### src/rtl/matvec_pkg.sv
// Shared types and helpers for the matrix-vector engine.
package matvec_pkg;

  typedef enum logic [1:0] {
    IDLE    = 2'd0,
    FETCH   = 2'd1,
    COMPUTE = 2'd2,
    DRAIN   = 2'd3
  } mv_state_t;

  function automatic int unsigned clog2(input int unsigned v);
    int unsigned r;
    r = 0;
    while ((64'd1 << r) < 64'(v)) r++;
    return r;
  endfunction

  // Widen a prod_w-bit product to 64 bits, sign- or zero-extending.
  function automatic logic [63:0] ext_prod(input logic [63:0] prod,
                                           input int unsigned prod_w,
                                           input bit is_signed);
    logic [63:0] mask;
    logic        msb;
    mask = (prod_w >= 64) ? '1 : ((64'd1 << prod_w) - 64'd1);
    msb  = is_signed && (((prod >> (prod_w - 1)) & 64'd1) != 64'd0);
    return (prod & mask) | (msb ? ~mask : 64'd0);
  endfunction

endpackage

### src/rtl/matvec_engine_mac_lane.sv
// One multiply-accumulate lane: acc += ext(a*b) when en, cleared by clr.
module mac_lane
  import matvec_pkg::*;
#(
  parameter int unsigned DATA_WIDTH = 8,
  parameter int unsigned ACC_WIDTH  = 24,
  parameter int unsigned SIGNED     = 0
) (
  input  logic                  clk,
  input  logic                  rst,
  input  logic                  clr,
  input  logic                  en,
  input  logic [DATA_WIDTH-1:0] a,
  input  logic [DATA_WIDTH-1:0] b,
  output logic [ACC_WIDTH-1:0]  acc
);

  localparam int unsigned PROD_W = 2 * DATA_WIDTH;

  logic [PROD_W-1:0]    a_x, b_x, prod;
  logic [ACC_WIDTH-1:0] acc_q, acc_d;

  // Operands widened first so the low PROD_W bits hold the exact product.
  always_comb begin
    a_x   = (SIGNED != 0) ? {{DATA_WIDTH{a[DATA_WIDTH-1]}}, a} : {{DATA_WIDTH{1'b0}}, a};
    b_x   = (SIGNED != 0) ? {{DATA_WIDTH{b[DATA_WIDTH-1]}}, b} : {{DATA_WIDTH{1'b0}}, b};
    prod  = a_x * b_x;
    acc_d = acc_q;
    if (clr) begin
      acc_d = '0;
    end else if (en) begin
      acc_d = acc_q + ACC_WIDTH'(ext_prod(64'(prod), PROD_W, SIGNED != 0));
    end
  end

  always_ff @(posedge clk) begin
    if (rst) acc_q <= '0;
    else     acc_q <= acc_d;
  end

  assign acc = acc_q;

endmodule

### src/rtl/matvec_engine.sv
// Matrix-vector engine: fetches B and A over Avalon-MM, computes C = A*B
// with one MAC lane per row, then streams C out.
module matvec_engine
  import matvec_pkg::*;
#(
  parameter  int unsigned DATA_WIDTH = 8,
  parameter  int unsigned ROWS       = 8,
  parameter  int unsigned COLS       = 8,
  parameter  int unsigned ACC_WIDTH  = 24,
  parameter  int unsigned ADDR_WIDTH = 32,
  parameter  int unsigned SIGNED     = 0,
  localparam int unsigned MEM_W      = COLS * DATA_WIDTH,
  localparam int unsigned IDX_W      = clog2(((ROWS > COLS) ? ROWS : COLS) + 1)
) (
  input  logic                      clk,
  input  logic                      rst,
  input  logic                      start,
  input  logic                      acc_mode,
  input  logic [ADDR_WIDTH-1:0]     base_addr,
  output logic                      busy,
  output logic                      done,
  output logic [ADDR_WIDTH-1:0]     address,
  output logic                      read,
  input  logic [MEM_W-1:0]          readdata,
  input  logic                      readdatavalid,
  input  logic                      waitrequest,
  output logic                      res_valid,
  input  logic                      res_ready,
  output logic [ACC_WIDTH-1:0]      res_data,
  output logic [IDX_W-1:0]          res_idx,
  output logic [ROWS*ACC_WIDTH-1:0] c_out
);

  mv_state_t             state_q, state_d;
  logic [ADDR_WIDTH-1:0] base_q, base_d, addr_q, addr_d;
  logic                  read_q, read_d, pend_q, pend_d;
  logic                  busy_q, busy_d, valid_q, valid_d;
  logic [IDX_W-1:0]      word_q, word_d, col_q, col_d, idx_q, idx_d;
  logic [ACC_WIDTH-1:0]  data_q, data_d;
  logic [MEM_W-1:0]      b_q, b_d;
  logic [MEM_W-1:0]      a_q [ROWS];
  logic [MEM_W-1:0]      a_d [ROWS];

  logic                  clr_c, en_c, accept_c, last_c;
  logic [DATA_WIDTH-1:0] b_col;
  logic [DATA_WIDTH-1:0] a_col [ROWS];
  logic [ACC_WIDTH-1:0]  acc_w [ROWS];
  logic [2*DATA_WIDTH-1:0] a0_x, b0_x, prod0;
  logic [ACC_WIDTH-1:0]  acc0_nxt, drain_nxt;

  // Column select for the current COMPUTE step.
  always_comb begin
    b_col = '0;
    for (int unsigned r = 0; r < ROWS; r++) a_col[r] = '0;
    for (int unsigned k = 0; k < COLS; k++) begin
      if (col_q == IDX_W'(k)) begin
        b_col = b_q[k*DATA_WIDTH +: DATA_WIDTH];
        for (int unsigned r = 0; r < ROWS; r++) a_col[r] = a_q[r][k*DATA_WIDTH +: DATA_WIDTH];
      end
    end
  end

  // Row 0's post-update value, so the first drain beat can be registered
  // on the same edge that completes the last MAC step.
  always_comb begin
    a0_x     = (SIGNED != 0) ? {{DATA_WIDTH{a_col[0][DATA_WIDTH-1]}}, a_col[0]}
                             : {{DATA_WIDTH{1'b0}}, a_col[0]};
    b0_x     = (SIGNED != 0) ? {{DATA_WIDTH{b_col[DATA_WIDTH-1]}}, b_col}
                             : {{DATA_WIDTH{1'b0}}, b_col};
    prod0    = a0_x * b0_x;
    acc0_nxt = acc_w[0] + ACC_WIDTH'(ext_prod(64'(prod0), 2 * DATA_WIDTH, SIGNED != 0));
    drain_nxt = '0;
    for (int unsigned r = 0; r + 1 < ROWS; r++) begin
      if (idx_q == IDX_W'(r)) drain_nxt = acc_w[r+1];
    end
  end

  assign accept_c = valid_q & res_ready;
  assign last_c   = (idx_q == IDX_W'(ROWS - 1));

  always_comb begin
    state_d = state_q;
    base_d  = base_q;
    addr_d  = addr_q;
    read_d  = read_q;
    pend_d  = pend_q;
    busy_d  = busy_q;
    valid_d = valid_q;
    word_d  = word_q;
    col_d   = col_q;
    idx_d   = idx_q;
    data_d  = data_q;
    b_d     = b_q;
    for (int unsigned r = 0; r < ROWS; r++) a_d[r] = a_q[r];
    clr_c   = 1'b0;
    en_c    = 1'b0;

    case (state_q)
      IDLE: begin
        if (start) begin
          state_d = FETCH;
          base_d  = base_addr;
          addr_d  = base_addr;
          read_d  = 1'b1;
          busy_d  = 1'b1;
          word_d  = '0;
          clr_c   = ~acc_mode;
        end
      end
      FETCH: begin
        if (read_q && !waitrequest) begin
          read_d = 1'b0;
          pend_d = 1'b1;
        end
        if (pend_q && readdatavalid) begin
          pend_d = 1'b0;
          word_d = word_q + IDX_W'(1);
          if (word_q == '0) b_d = readdata;
          for (int unsigned r = 0; r < ROWS; r++) begin
            if (word_q == IDX_W'(r + 1)) a_d[r] = readdata;
          end
          if (word_q == IDX_W'(ROWS)) begin
            state_d = COMPUTE;
            col_d   = '0;
          end else begin
            read_d = 1'b1;
            addr_d = base_q + ADDR_WIDTH'(word_q) + ADDR_WIDTH'(1);
          end
        end
      end
      COMPUTE: begin
        en_c  = 1'b1;
        col_d = col_q + IDX_W'(1);
        if (col_q == IDX_W'(COLS - 1)) begin
          state_d = DRAIN;
          col_d   = '0;
          valid_d = 1'b1;
          idx_d   = '0;
          data_d  = acc0_nxt;
        end
      end
      DRAIN: begin
        if (accept_c) begin
          if (last_c) begin
            state_d = IDLE;
            valid_d = 1'b0;
            busy_d  = 1'b0;
            idx_d   = '0;
            data_d  = '0;
          end else begin
            idx_d  = idx_q + IDX_W'(1);
            data_d = drain_nxt;
          end
        end
      end
      default: state_d = IDLE;
    endcase
  end

  always_ff @(posedge clk) begin
    if (rst) begin
      state_q <= IDLE;
      base_q  <= '0;
      addr_q  <= '0;
      read_q  <= 1'b0;
      pend_q  <= 1'b0;
      busy_q  <= 1'b0;
      valid_q <= 1'b0;
      word_q  <= '0;
      col_q   <= '0;
      idx_q   <= '0;
      data_q  <= '0;
      b_q     <= '0;
      for (int unsigned r = 0; r < ROWS; r++) a_q[r] <= '0;
    end else begin
      state_q <= state_d;
      base_q  <= base_d;
      addr_q  <= addr_d;
      read_q  <= read_d;
      pend_q  <= pend_d;
      busy_q  <= busy_d;
      valid_q <= valid_d;
      word_q  <= word_d;
      col_q   <= col_d;
      idx_q   <= idx_d;
      data_q  <= data_d;
      b_q     <= b_d;
      for (int unsigned r = 0; r < ROWS; r++) a_q[r] <= a_d[r];
    end
  end

  for (genvar r = 0; r < ROWS; r++) begin : g_lane
    mac_lane #(
      .DATA_WIDTH(DATA_WIDTH),
      .ACC_WIDTH (ACC_WIDTH),
      .SIGNED    (SIGNED)
    ) u_lane (
      .clk(clk),
      .rst(rst),
      .clr(clr_c),
      .en (en_c),
      .a  (a_col[r]),
      .b  (b_col),
      .acc(acc_w[r])
    );
    assign c_out[r*ACC_WIDTH +: ACC_WIDTH] = acc_w[r];
  end

  // The final beat's handshake and its done pulse share a cycle.
  assign done      = accept_c & last_c;
  assign busy      = busy_q;
  assign address   = addr_q;
  assign read      = read_q;
  assign res_valid = valid_q;
  assign res_data  = data_q;
  assign res_idx   = idx_q;

endmodule

### config.mk
export PLATFORM = sky130hd
export DESIGN_NAME = matvec_engine
export DESIGN_NICKNAME = d
export VERILOG_FILES = /design/src/rtl/matvec_pkg.sv /design/src/rtl/matvec_engine_mac_lane.sv /design/src/rtl/matvec_engine.sv
export SDC_FILE = /design/constraint.sdc
export NUM_CORES = 2
export LEC_CHECK = 0
export CAP_MARGIN = 0
export CORE_UTILIZATION = 42
export CTS_CLUSTER_DIAMETER = 120
export DETAILED_ROUTE_END_ITERATION = 10
export PLACE_DENSITY = 0.58
export SYNTH_ARGS = -nofsm -noshare
export SYNTH_HDL_FRONTEND = slang
export SYNTH_HIERARCHICAL = 1
export SYNTH_SLANG_ARGS = --single-unit
### constraint.sdc
create_clock -name clk -period 8.18 [get_ports clk]
set_input_delay 1.636 -clock clk [delete_from_list [all_inputs] [get_ports clk]]
set_output_delay 1.636 -clock clk [all_outputs]
set_load 0.05 [all_outputs]
Word-level counts from Yosys, hierarchy flattened
Memories as Yosys holds them, arrays and structs flattened. Cells that the tools add are included.

Bits in registers: 362. Bits in latches: 0. Memory bits (writable): 512. ROM bits: 0. Output and inout port bits: 256. Word-level logic and storage cells: 194. Memories kept: 1.

Add/sub/neg operators: 13. Multiply operators: 8. Divide/modulo/power cells: 0. $lt $le $gt $ge: 0. Eq/ne operators: 32. Shifts and indexed selects: 0. Muxes and demuxes: 85. Bitwise gates (word level): 11. Reduce and logical (&&, ||, !) cells: 24.

Memories: a_q (words 8, width 64, rd ports 8, clocked after Yosys merged registers in 0, write ports 8, line matvec_engine.sv:41) `logic [MEM_W-1:0] a_q [ROWS];`.

Operator list (count): $mux 64 (24); $mux 512 (2); $mux 24 (10); $add 24x16->24 (8); $mul 8x8->16 (8); $mux 32 (3); $mux 8 (8); $pmux 32 s2 (1); $eq 4x3->1 const B (12); $pmux 24 s2 (1); $add 32x1->32 const B (1); $add 32x4->32 (1); $mux 4 (8); $eq 4x2->1 const B (6); $pmux 4 s2 (3); $mux 1 (15); $ne 2x2->1 const B (7); $add 4x1->4 const B (3); $eq 4x1->1 const B (3); $logic_not 4->1 (3); $mux 2 (6); $reduce_and 3->1 (4); $reduce_and 4->1 (3); $reduce_bool 2->1 (5); 14 further kinds (28).

Longest topological paths before layout
Depth after elaboration: 13. Mapped depth: 29. Mapped depth without buffers: 27.

Hierarchy
The synthesis kept the hierarchy.

Modules (own cells, without submodules): matvec_engine (times used 1, cells each 4647, area each 33701.1 um^2, seq. area each 13653.1 um^2); mac_lane (g_lane[1].u_lane ...) (times used 2, cells each 446, area each 3721.1 um^2, seq. area each 480.5 um^2); mac_lane (g_lane[0].u_lane) (times used 1, cells each 450, area each 3753.6 um^2, seq. area each 480.5 um^2); mac_lane (g_lane[3].u_lane) (times used 1, cells each 452, area each 3728.6 um^2, seq. area each 480.5 um^2); mac_lane (g_lane[6].u_lane) (times used 1, cells each 444, area each 3728.6 um^2, seq. area each 480.5 um^2); mac_lane (g_lane[7].u_lane) (times used 1, cells each 444, area each 3706.1 um^2, seq. area each 480.5 um^2); mac_lane (g_lane[5].u_lane) (times used 1, cells each 423, area each 3644.7 um^2, seq. area each 480.5 um^2); mac_lane (g_lane[4].u_lane) (times used 1, cells each 425, area each 3628.5 um^2, seq. area each 480.5 um^2).

Worst setup path before layout
No wires, ideal clock.

Kind: register -> register. From: register col_q[1]. To: register data_q[23] (netlist: res_data[23]). Library setup time: 0.122 ns. Arrival time: 6.726 ns. Data required time: 8.058 ns. Setup slack: 1.332 ns. Cell stages (with the launch flop): 24. Buffers on the path: 2. Path through: dfxtp_1 inv_1 ha_1 clkbuf_1 nor4_1 a21oi_1 clkbuf_1 o311a_1 inv_1 nand2_1 fa_1 inv_1 fa_1 fa_1 inv_1 fa_1 inv_1 ha_1 a2111oi_0 a211oi_1 a21bo_2 a41oi_4 mux2i_1 a311o_1.

Word-level cells in the longest chain between the ends: 13.

RTL lines: from (decl) (line matvec_engine.sv:38) `logic [IDX_W-1:0] word_q, word_d, col_q, col_d, idx_q, idx_d;`; from (signal assigned) (line matvec_engine.sv:184) `col_q <= col_d;`; $logic_not 4->1 (line matvec_engine.sv:56) `if (col_q == IDX_W'(k)) begin`; $mux 8 (7 in a row) (line matvec_engine.sv:56); $mux 8 (*) (line matvec_engine.sv:56); named net b_col[2] (line matvec_engine.sv:45) `logic [DATA_WIDTH-1:0] b_col;`; $mul 8x8->16 (*) (line matvec_engine.sv:70) `prod0 = a0_x * b0_x;`; $add 24x16->24 (*) (line matvec_engine.sv:71) `acc0_nxt = acc_w[0] + ACC_WIDTH'(ext_prod(64'(prod0), 2 * DATA_WIDTH, SIGNED != 0));`; $mux 24 (*) (line matvec_engine.sv:134) `if (col_q == IDX_W'(COLS - 1)) begin`; $pmux 24 s2 (*) (line matvec_engine.sv:98) `case (state_q)`; to (signal assigned) (line matvec_engine.sv:186) `data_q <= data_d;`; to (decl) (line matvec_engine.sv:39) `logic [ACC_WIDTH-1:0] data_q, data_d;`.

Mark *: on every way through the listed nets, which the timed path passes. The rest lies on a longest branch. The select of a mux whose other input is x is not followed. A chain may end at the register's enable or synchronous reset.

==> metrics.txt <==
result of the run completed; register area share after synthesis 27.6%; standby leakage power 29.4 nW; antenna-violating nets left 0; proportion of register bits with asynchronous set or reset after synthesis 0%; delay of the slowest cell on the worst path 1.04 ns; largest net degree at the start of global routing 205; worst min path class reg -> reg; clock insertion delay at the later pin of the skew report 0.76 ns; number of failing setup endpoints in the final timing report 0; worst-path cell chain inv_1, ha_2, and2_2, buf_12, a221oi_1, o21ai_0, nand2_1, fa_1, fa_1, inv_1, fa_1, inv_1, fa_1, inv_1, ha_1, and2_4, a221oi_2, a2111oi_4, o31ai_4, o21ai_1, mux2i_1; number of standard-cell rows in the floorplan 142; transition at the pin with the smallest max-transition slack 1.29 ns; clock tree from TritonCTS built; Placer Congestion 0.953; Final Net Count 9,246; setup repair after global routing missed its margin no; violation count after the first detailed-routing iteration 5,117; Routed WL per cell 22.0 um; Cell Area, Synth 0.0633 mm^2; most area-hungry cell type in the Yosys netlist sky130_fd_sc_hd__dfxtp_1; WS Path Type reg -> reg; starting utilization of the core area 42.3%; initial antenna violation count 23; IO Port Bufs 358; Slew Limit Fails 0; kind of start point of the critical path register; Synth top area share 27.6%; library cells used by synthesis 116; Worst-path clk slew 0.07 ns; Reg2Reg Depth 21; core region area 0.150 mm^2; Worst Setup Slack post-DPL 0.421 ns; half-perimeter wire length after placement 167 mm; vias after detailed routing 57,500; power density relative to cell area 160 mW/mm^2; I/O pin count 359; Overflow after GRT 0; H-tree depth 3; Chip Height 390 um; Die ar. 0.152 mm^2; Bufs on Longest Clock Path 3; total of max-cap violations 0; Area growth, synth to finish 14.7%; Max Clock Freq 127 MHz; share of the clock period used by the worst path after layout 95.9%; global-route wire length before repair 346 mm; Worst EP arrival 8.48 ns; setup slack after layout 0.337 ns; number of synthesized flops with an enable pin 0; yosys warns 6; layout cells sized above 1 5.46%; most instantiated flip-flop cell in the synthesis netlist sky130_fd_sc_hd__dfxtp_1; sum of negative setup slack 0 ns; via count of the first global-routing pass 54,600; slew margin rel. 12.8%; syn avg cell area 7.75 um^2; combined area of the multi-input logic cells 0.0405 mm^2; cell types occupying the most area after synthesis sky130_fd_sc_hd__dfxtp_1 28%, sky130_fd_sc_hd__fa_1 14%, sky130_fd_sc_hd__nand2_1 11%; sequential cell area in the final layout 0.0175 mm^2; Pre-antenna DRT Iters 9; peak fanout along the critical path 34; Final min period 7.84 ns; Via-to-Cell Ratio 5.52; Root Driver sky130_fd_sc_hd__clkbuf_16; flip-flop and latch count after synthesis 874; overall track demand over capacity in global routing 29.6%; fill cell count 14,800; CP required 8.81 ns; number of endpoints with negative hold slack in the final report 0; Worst VDD drop 0.161 mV; number of nets produced by synthesis 9,120; CP max-delay cell sky130_fd_sc_hd__o21ai_0; number of CTS-inserted buffers 104; CP endpoint kind register; clk sink count 874; Horiz. Die Dim 390 um; worst clock skew 0.0585 ns; gate count after technology mapping 8,177; final routed DRC violation total 0; Hold Crit Depth 2; wire length reported by the detailed router 230 mm
[where the power goes]
group,internal [mW],leakage [nW],switching (mW)
clock network,2.80,1.76,2.07
registers,4.41,7.05,0.196
logic,0.627,20.6,1.50
total,7.84,29.4,3.77
[synthesized netlist by cell type, types with 83 or more instances]
cell type and instances:
sky130_fd_sc_hd__nand2_1 1825, sky130_fd_sc_hd__a21oi_1 972, sky130_fd_sc_hd__inv_1 939, sky130_fd_sc_hd__dfxtp_1 874
sky130_fd_sc_hd__fa_1 451, sky130_fd_sc_hd__ha_1 389, sky130_fd_sc_hd__clkbuf_1 371, sky130_fd_sc_hd__nor2_1 342
sky130_fd_sc_hd__and2_1 314, sky130_fd_sc_hd__o21ai_0 309, sky130_fd_sc_hd__nand3_1 108, sky130_fd_sc_hd__mux2i_1 86
sky130_fd_sc_hd__buf_2 83
[state kept, by name (all words and copies together), names as in the netlist, 2 cells and up]
| signal | count |
|---|---|
| b_q | 64 |
| a_q | 512 |
| res_idx | 4 |
| word_q | 4 |
| base_q | 32 |
| g_lane.u_lane/acc | 192 |
| address | 32 |
| state_q | 2 |
| col_q | 4 |
| res_data | 24 |
[layout by cell type (no fill, tap or decap), types with 86 or more instances in the layout]
cell | netlist | final
sky130_fd_sc_hd__a21oi_1 | 972 | 972
sky130_fd_sc_hd__and2_1 | 314 | 304
sky130_fd_sc_hd__buf_4 | 2 | 138
sky130_fd_sc_hd__clkbuf_16 | 0 | 104
sky130_fd_sc_hd__clkdlybuf4s50_1 | 0 | 357
sky130_fd_sc_hd__dfxtp_1 | 874 | 874
sky130_fd_sc_hd__fa_1 | 451 | 451
sky130_fd_sc_hd__ha_1 | 389 | 382
sky130_fd_sc_hd__inv_1 | 939 | 933
sky130_fd_sc_hd__mux2i_1 | 86 | 86
sky130_fd_sc_hd__nand2_1 | 1825 | 1814
sky130_fd_sc_hd__nand3_1 | 108 | 108
sky130_fd_sc_hd__nor2_1 | 342 | 339
sky130_fd_sc_hd__o21ai_0 | 309 | 307
[cell families after synthesis]
logic type      count (synthesis)  share of synthesized area [%]
xor+xnor                      122                           1.69
compound gates               1858                           17.8
mux                            88                           1.39
simple gates                 2960                           20.8
flops                         874                           27.6
fa+ha+maj                     840                           21.9
buf+inv                      1435                           8.74
[what timing repair did]
item                                    4_1_cts  5_1_grt
setup buffers                                 0        0
endpoints found under the setup margin        0        5
hold buffers                                  0        0
resized for setup                             0        1
[area by class of cell]
cell class              instances  share of cell area, %
multi-input cells            5868                   55.7
flip-flops and latches        874                   24.1
repair buffers                514                   6.86
inverters                     941                   4.86
clock buffers                 155                   4.27
well taps                    2016                   3.47
clock inverters                33                  0.660
diodes                         13                 0.0448
[through the flow]
step	cell area (um^2)	std cells	util (%)	hold slack, ns	power [mW]
detailed placement	69000	10200	46.1	0.443	6.81
floorplan	63300	8177	-	0.432	6.05
global route	72600	10400	48.5	0.464	12.0
global placement	69000	10200	46.1	0.438	6.80
CTS	72600	10400	48.5	0.451	11.7
finish	72600	10400	48.5	0.450	11.6
[worst max-delay path: cells and delay by family (launching register included)]
kind,cells,cell delay (ns)
flip-flops,1,0.40
buffers and inverters,5,0.57
adder cells (fa/ha/maj),6,3.29
multiplexers,1,0.14
AO/OA/AOI/OAI,6,2.29
AND/OR/NAND/NOR,3,1.02
[per-layer routing]
layer / routed length [um] / vias to the layer above / track usage (%)
li1: - / 27100 / -
met1: 99500 / 28000 / 40.3
met2: 104000 / 2023 / 46.7
met3: 15900 / 378 / 4.03
met4: 10600 / 12 / 12.8
met5: 52 / - / 0
[worst paths after layout]
path | slack, ns | endpoint | startpoint
setup / recovery | 0.34 | g_lane[2].u_lane/acc[20] | col_q[0]
hold / removal | 0.45 | a_q[0][172] | a_q[0][172]
setup reg to reg | 0.34 | g_lane[2].u_lane/acc[20] | col_q[0]
hold reg to reg | 0.45 | a_q[0][172] | a_q[0][172]
(Power assumes the default switching activity.)
